## config.mk

```make
export PLATFORM = sky130hd
export DESIGN_NAME = stream_demux
export DESIGN_NICKNAME = d
export VERILOG_FILES = /design/src/rtl/stream_demux_pkg.sv /design/src/rtl/stream_demux_slot.sv /design/src/rtl/stream_demux.sv
export SDC_FILE = /design/constraint.sdc
export NUM_CORES = 1
export LEC_CHECK = 0
export ABC_AREA = 0
export BUFFER_PORTS_ARGS = -buffer_cell sky130_fd_sc_hd__clkbuf_2
export CAP_MARGIN = 30
export CORE_MARGIN = 8
export CORE_UTILIZATION = 43
export DETAILED_ROUTE_END_ITERATION = 10
export GPL_TIMING_DRIVEN = 0
export HOLD_SLACK_MARGIN = 0.06
export PLACE_DENSITY = 0.77
export SLEW_MARGIN = 20
export SYNTH_ARGS = -nofsm -noshare
export SYNTH_HDL_FRONTEND = slang
export SYNTH_SLANG_ARGS = --single-unit
```

## constraint.sdc

```tcl
create_clock -name clk -period 2.5 [get_ports clk]
set_input_delay 0.125 -clock clk [delete_from_list [all_inputs] [get_ports clk]]
set_output_delay 0.125 -clock clk [all_outputs]
set_load 0.05 [all_outputs]
```

## src/rtl/stream_demux_pkg.sv

```systemverilog
// Shared types and defaults for the stream_demux slice.
// Out-of-range drop behaviour is selected by STREAM_DEMUX_DROP_EN (see stream_demux.sv).
package stream_demux_pkg;

  localparam int DEF_DATA_W = 8;
  localparam int DEF_N_CH   = 8;

  typedef enum logic {
    IDLE = 1'b0,
    PKT  = 1'b1
  } state_t;

  // Select width for a channel count; never narrower than one bit.
  function automatic int sel_width(input int n_ch);
    return (n_ch > 1) ? $clog2(n_ch) : 1;
  endfunction

endpackage

```

## src/rtl/stream_demux_slot.sv

```systemverilog
// One-entry output register for a single demux channel.
// Can take a new beat while its current beat drains, so a ready consumer sees no bubbles.
module demux_slot
  import stream_demux_pkg::*;
#(
  parameter int DATA_W = DEF_DATA_W
) (
  input  logic              clk,
  input  logic              rst_n,
  input  logic              wr_en_i,
  input  logic [DATA_W-1:0] wr_data_i,
  input  logic              wr_last_i,
  input  logic              rd_ready_i,
  output logic              can_accept_o,
  output logic              valid_o,
  output logic [DATA_W-1:0] data_o,
  output logic              last_o
);

  logic              valid_q, valid_d;
  logic [DATA_W:0]   beat_q, beat_d;

  assign can_accept_o = !valid_q || rd_ready_i;

  // A write wins over a drain, which makes drain+fill a straight replacement.
  always_comb begin
    valid_d = valid_q;
    beat_d  = beat_q;
    if (wr_en_i) begin
      valid_d = 1'b1;
      beat_d  = {wr_last_i, wr_data_i};
    end else if (rd_ready_i) begin
      valid_d = 1'b0;
    end
  end

  always_ff @(posedge clk or negedge rst_n) begin
    if (!rst_n) begin
      valid_q <= 1'b0;
      beat_q  <= '0;
    end else begin
      valid_q <= valid_d;
      beat_q  <= beat_d;
    end
  end

  assign valid_o = valid_q;
  assign data_o  = beat_q[DATA_W-1:0];
  assign last_o  = beat_q[DATA_W];

endmodule

```

## src/rtl/stream_demux.sv

```systemverilog
// Registered 1-to-N stream demultiplexer with per-packet select locking.
// Define STREAM_DEMUX_DROP_EN to swallow packets addressed past N_CH instead of stalling them.
module stream_demux
  import stream_demux_pkg::*;
#(
  parameter int DATA_W = DEF_DATA_W,
  parameter int N_CH   = DEF_N_CH,
  parameter int SEL_W  = sel_width(N_CH)
) (
  input  logic                   clk,
  input  logic                   rst_n,
  input  logic [DATA_W-1:0]      din,
  input  logic [SEL_W-1:0]       din_sel,
  input  logic                   din_last,
  input  logic                   din_valid,
  output logic                   din_ready,
  output logic [N_CH*DATA_W-1:0] dout,
  output logic [N_CH-1:0]        dout_last,
  output logic [N_CH-1:0]        dout_valid,
  input  logic [N_CH-1:0]        dout_ready,
  output logic                   busy
);

  state_t           state_q, state_d;
  logic [SEL_W-1:0] locked_sel_q, locked_sel_d;
  logic [SEL_W-1:0] eff_sel;
  logic [N_CH-1:0]  slot_can;
  logic [N_CH-1:0]  slot_wr;
  logic             sel_in_range;
  logic             sel_can;
  logic             accept;

  assign eff_sel = (state_q == IDLE) ? din_sel : locked_sel_q;

  // Decode by comparison so a select past N_CH simply matches no slot.
  always_comb begin
    sel_in_range = 1'b0;
    sel_can      = 1'b0;
    for (int k = 0; k < N_CH; k++) begin
      if (eff_sel == SEL_W'(k)) begin
        sel_in_range = 1'b1;
        sel_can      = slot_can[k];
      end
    end
  end

`ifdef STREAM_DEMUX_DROP_EN
  assign din_ready = sel_in_range ? sel_can : 1'b1;
`else
  assign din_ready = sel_in_range & sel_can;
`endif

  assign accept = din_valid & din_ready;

  always_comb begin
    slot_wr = '0;
    for (int k = 0; k < N_CH; k++) begin
      slot_wr[k] = accept && (eff_sel == SEL_W'(k));
    end
  end

  always_comb begin
    state_d      = state_q;
    locked_sel_d = locked_sel_q;
    case (state_q)
      IDLE: begin
        if (accept && !din_last) begin
          state_d      = PKT;
          locked_sel_d = din_sel;
        end
      end
      PKT: begin
        if (accept && din_last) begin
          state_d = IDLE;
        end
      end
    endcase
  end

  always_ff @(posedge clk or negedge rst_n) begin
    if (!rst_n) begin
      state_q      <= IDLE;
      locked_sel_q <= '0;
    end else begin
      state_q      <= state_d;
      locked_sel_q <= locked_sel_d;
    end
  end

  assign busy = (state_q == PKT);

  for (genvar k = 0; k < N_CH; k++) begin : g_slot
    demux_slot #(
      .DATA_W(DATA_W)
    ) u_slot (
      .clk         (clk),
      .rst_n       (rst_n),
      .wr_en_i     (slot_wr[k]),
      .wr_data_i   (din),
      .wr_last_i   (din_last),
      .rd_ready_i  (dout_ready[k]),
      .can_accept_o(slot_can[k]),
      .valid_o     (dout_valid[k]),
      .data_o      (dout[k*DATA_W +: DATA_W]),
      .last_o      (dout_last[k])
    );
  end

endmodule

```

# Yosys cells after proc, flatten, opt, wreduce, memory -nomap -nowiden
# Index checks and enable logic that the tools add are counted.
# totals
register_bits,84
latch_bits,0
mem_bits_rw,0
romBits,0
inputBits,23
output_inout_bits,82
elab_cells,101
mem_count,0
# op_classes
n_addsub,0
n_mul,0
div_mod_pow,0
order_cmp,0
eq_ne,7
n_shift,0
muxes,36
bitwise,3
reduce_logical,37
# ops
operator,n
$mux 1,34
$reduce_bool 2->1,8
$eq 3x3->1 const B,4
$logic_and 1x1->1,10
$logic_not 1->1,9
$logic_or 1x1->1,8
$eq 3x2->1 const B,2
$eq 3x1->1 const B,1
$logic_not 3->1,1
$mux 3,1
$and 1x1->1,2
$pmux 1 s2,1
$reduce_and 2->1,1
$not 1->1,1

# Logic depth before layout (Yosys ltp)
# logic_depth
ltp_word,15
mapped_depth,8
depth_no_buf,5

# By module
# From an unflattened synthesis, not the netlist that was laid out.
# hier_totals
hier_cells,223
area_unflattened_um2,3712.3
# by_module_without_submodules
module,n_inst,cells_each,area_each_um2,seq_area_each_um2
demux_slot,8,22,409.1,250.2
stream_demux,1,47,439.2,100.1

# Worst setup path after synthesis
# No wires, ideal clock.
# synth_path
kind,register to output
startpoint,reg (tool-made name)
endpoint,out din_ready
t_arrival_ps,2756
required_time_ps,2375
slack_ps,-381
path_stages_with_launch,8
n_path_buf,2
path_cell_list,dfrtp_1 > buf_6 > or3b_1 > nand3_1 > a221o_1 > buf_2 > nand2_1 > o21ai_0
# synth_lines
item,line,source
end: declaration,stream_demux.sv:16,"output logic din_ready,"

==> run_results.csv <==
group,metric,value,unit
run_status,outcome,"finished, final reports clean",
global_routing,grt_use_total,0.167,
sta,final-setup-viol-count,0,
cts,clock_tree.htree_level_count,3,
final_layout,final_design_area_no_fill,4640,sq um
cts,tritoncts,"built",
route,detail-route-antenna-nets,0,
route,route.detailed.drc,0,
placement,pre_cts_slack,0.0688,ns
logic_synthesis,biggest_area_contributors_in_the_synthesized_netlist,"dfrtp_1, mux2_2, o2bb2ai_1",
floorplanning,floorplan.die.width,109,um
final_layout,seq_area,2100,sq um
floorplanning,initial_core_util,0.446,
final_layout,n_antenna_cell,0,
logic_synthesis,postSynthNetCount,323,
logic_synthesis,synth_cell_type_count,41,
logic_synthesis,avg_cell_area_syn,12.3,sq um
sta,post-route-min-period,2.40,ns
floorplanning,die_h,109,um
sta,setup_tns,0,ns
job,max-cap-violations,0,
sta,final_max_slew_viol_count,0,
cts,clock_latency,0.36,ns
route,route.final.wire_length,9640,um
logic_synthesis,synth-async-reset-ratio,1.00,
route,route.vias.total,2856,
logic_synthesis,post_synth_inst_count,300,
route,drt-wirelength-per-cell,18.2,um
floorplanning,die_area,11800,sq um
logic_synthesis,postSynthRegisterBits,84,
final_layout,multi_input_area,1400,sq um
cts,cts.sinks,84,
placement,dpl_cell_area,4370,sq um
sta,worst_clock_skew,0.0129,ns
final_layout,area_delta_synth_final,26.0,%
sta,fin_ws,0.0990,ns
sta,max-slew-margin-rel,0.479,
cts,clockRootBuffer,"clkbuf_8",
global_routing,grt_first_pass_wirelength,15400,um
floorplanning,design.core.area,8260,sq um
global_routing,grt_max_degree,57,
placement,routabilityCongestion,0.890,
global_routing,first_global_vias,2977,
route,dr.first_iter.drc_count,178,
setup_path,worstPathMaxFanout,10,
worst_hold_path,timing.hold.worst.class,"in2reg",
global_routing,antenna_found_initial,0,
floorplanning,pin_count,105,
logic_synthesis,synth_seq_area_share,0.571,
sta,max_clock_freq,0.416,GHz
logic_synthesis,synth_edf_count,0,
global_routing,overflow,0,
setup_path,critical_path.endpoint_type,"output port",
worst_hold_path,hold_path_depth,2,
final_layout,post_route_cells_drive_above_1_share,0.440,
setup_path,criticalPathCategory,"reg2out",
placement,portbufs,104,
final_layout,layout_commonest_cell,"clkbuf_2",
sta,final_cycle_share,0.960,
final_layout,layout.cells.most_common_list,"clkbuf_2, dfrtp_1, nand2_1",
sta,final_hold_viol_count,0,
logic_synthesis,synthesis.area,3680,sq um
final_layout,fillers,729,
logic_synthesis,yosys.area.top_type,"dfrtp_1",
setup_path,worst_ep_required_time,2.38,ns
logic_synthesis,prevailing_post_synth_register_cell,"dfrtp_1",
cts,post-cts-setup-buffers,0,
sta,grt_setup_unrepaired,"no",
placement,post-dp-hpwl,7300,um
logic_synthesis,post-synth-top-area-fraction,0.571,
sta,fin_worst_hold_slack,0.0793,ns
cts,clkTransAtPathRegs,0.09,ns
logic_synthesis,synthesis.yosys.warnings,0,
sta,worst-slew-pin-transition,0.779,ns
setup_path,arrival_worst_endpoint,2.28,ns
route,via_per_inst,5.39,
final_layout,final_nets,443,
floorplanning,std_cell_rows,33,
setup_path,cp-start-kind,"register",
route,drt_pass1_iterations,5,
setup_path,reg2regPathDepth,6,
cts,cts_made_buffers,9,
cts,clk_path_buf_depth,2,
==> kinds of logic after synthesis <==
family | count (synthesis) | synth area share
buffers and inverters | 32 | 0.0558
AO/OA/AOI/OAI | 65 | 0.134
multiplexers | 39 | 0.119
AND/OR/NAND/NOR | 80 | 0.120
flip-flops | 84 | 0.571
==> worst max-delay path, stage by stage, from the launching register on <==
cell      delay, ns
dfrtp_2        0.48
buf_6          0.16
or3b_1         0.40
nand3_1        0.14
a221o_1        0.13
clkbuf_4       0.17
nand2_1        0.11
o21ai_2        0.17
buf_6          0.17
==> state kept, by name, indices dropped and copies added, names as in the netlist, named ones only <==
signal	cells
g_slot.u_slot.valid_o	8
locked_sel_q	3
g_slot.u_slot.beat_q	72
==> Yosys cell counts (2+ instances only) <==
library cell / count
and3_1: 3
nand4_1: 4
buf_4: 16
nor2b_1: 2
and3b_1: 2
buf_6: 3
o211ai_1: 7
buf_2: 2
a21o_1: 2
o2bb2ai_1: 18
nand2_1: 41
mux2_2: 33
a221o_1: 2
inv_1: 6
mux2_1: 4
or4_1: 2
clkbuf_1: 5
nand4_2: 2
nor3b_1: 2
o32ai_2: 2
nand2b_1: 7
o21ai_0: 19
nor3_4: 2
dfrtp_1: 84
a31oi_1: 4
nor2_1: 5
nand3_1: 4
mux2i_1: 2
a311oi_1: 3
==> worst paths after layout <==
kind	start	to	slack, ns
min in group asynchronous	rst_n	g_slot[5].u_slot.valid_o	0.27
min	din[5]	g_slot[4].u_slot.beat_q[5]	0.08
max reg2reg	register	g_slot[2].u_slot.beat_q[7]	0.16
max	register	din_ready	0.1
max in group asynchronous	rst_n	g_slot[2].u_slot.beat_q[5]	1.62
min reg2reg	g_slot[5].u_slot.beat_q[8]	g_slot[5].u_slot.beat_q[8]	0.49
==> per-stage QoR <==
stage	std cells	utilization
2_1_floorplan	300	-
3_3_place_gp	509	0.525
3_5_place_dp	510	0.529
5_1_grt	530	0.561
6_report	530	0.561
4_1_cts	530	0.561
==> final cells by class <==
| class | instances | share of cell area |
|---|---|---|
| timing repair buffer | 110 | 0.131 |
| clock inverter | 6 | 0.0116 |
| multi-input combinational | 184 | 0.302 |
| sequential | 84 | 0.454 |
| clock buffer | 10 | 0.0297 |
| buffer | 25 | 0.0391 |
| tap | 105 | 0.0283 |
| inverter | 6 | 0.00486 |
==> what timing repair did <==
action                     in CTS  in global routing
hold buffers                    5                  0
setup endpoints to repair       1                  1
gates resized for setup         4                  3
pin swaps                       0                  2
hold endpoints to repair       34                  0
==> metal layers <==
layer  GRT usage  wire [um]
met1       0.205       4130
met2       0.269       4640
met3      0.0476        717
met4      0.0733        151
met5           0          0
Power is left out: the tool's default activity adds up to more than one toggle a clock period on the data nets, which glitch-free logic cannot reach.
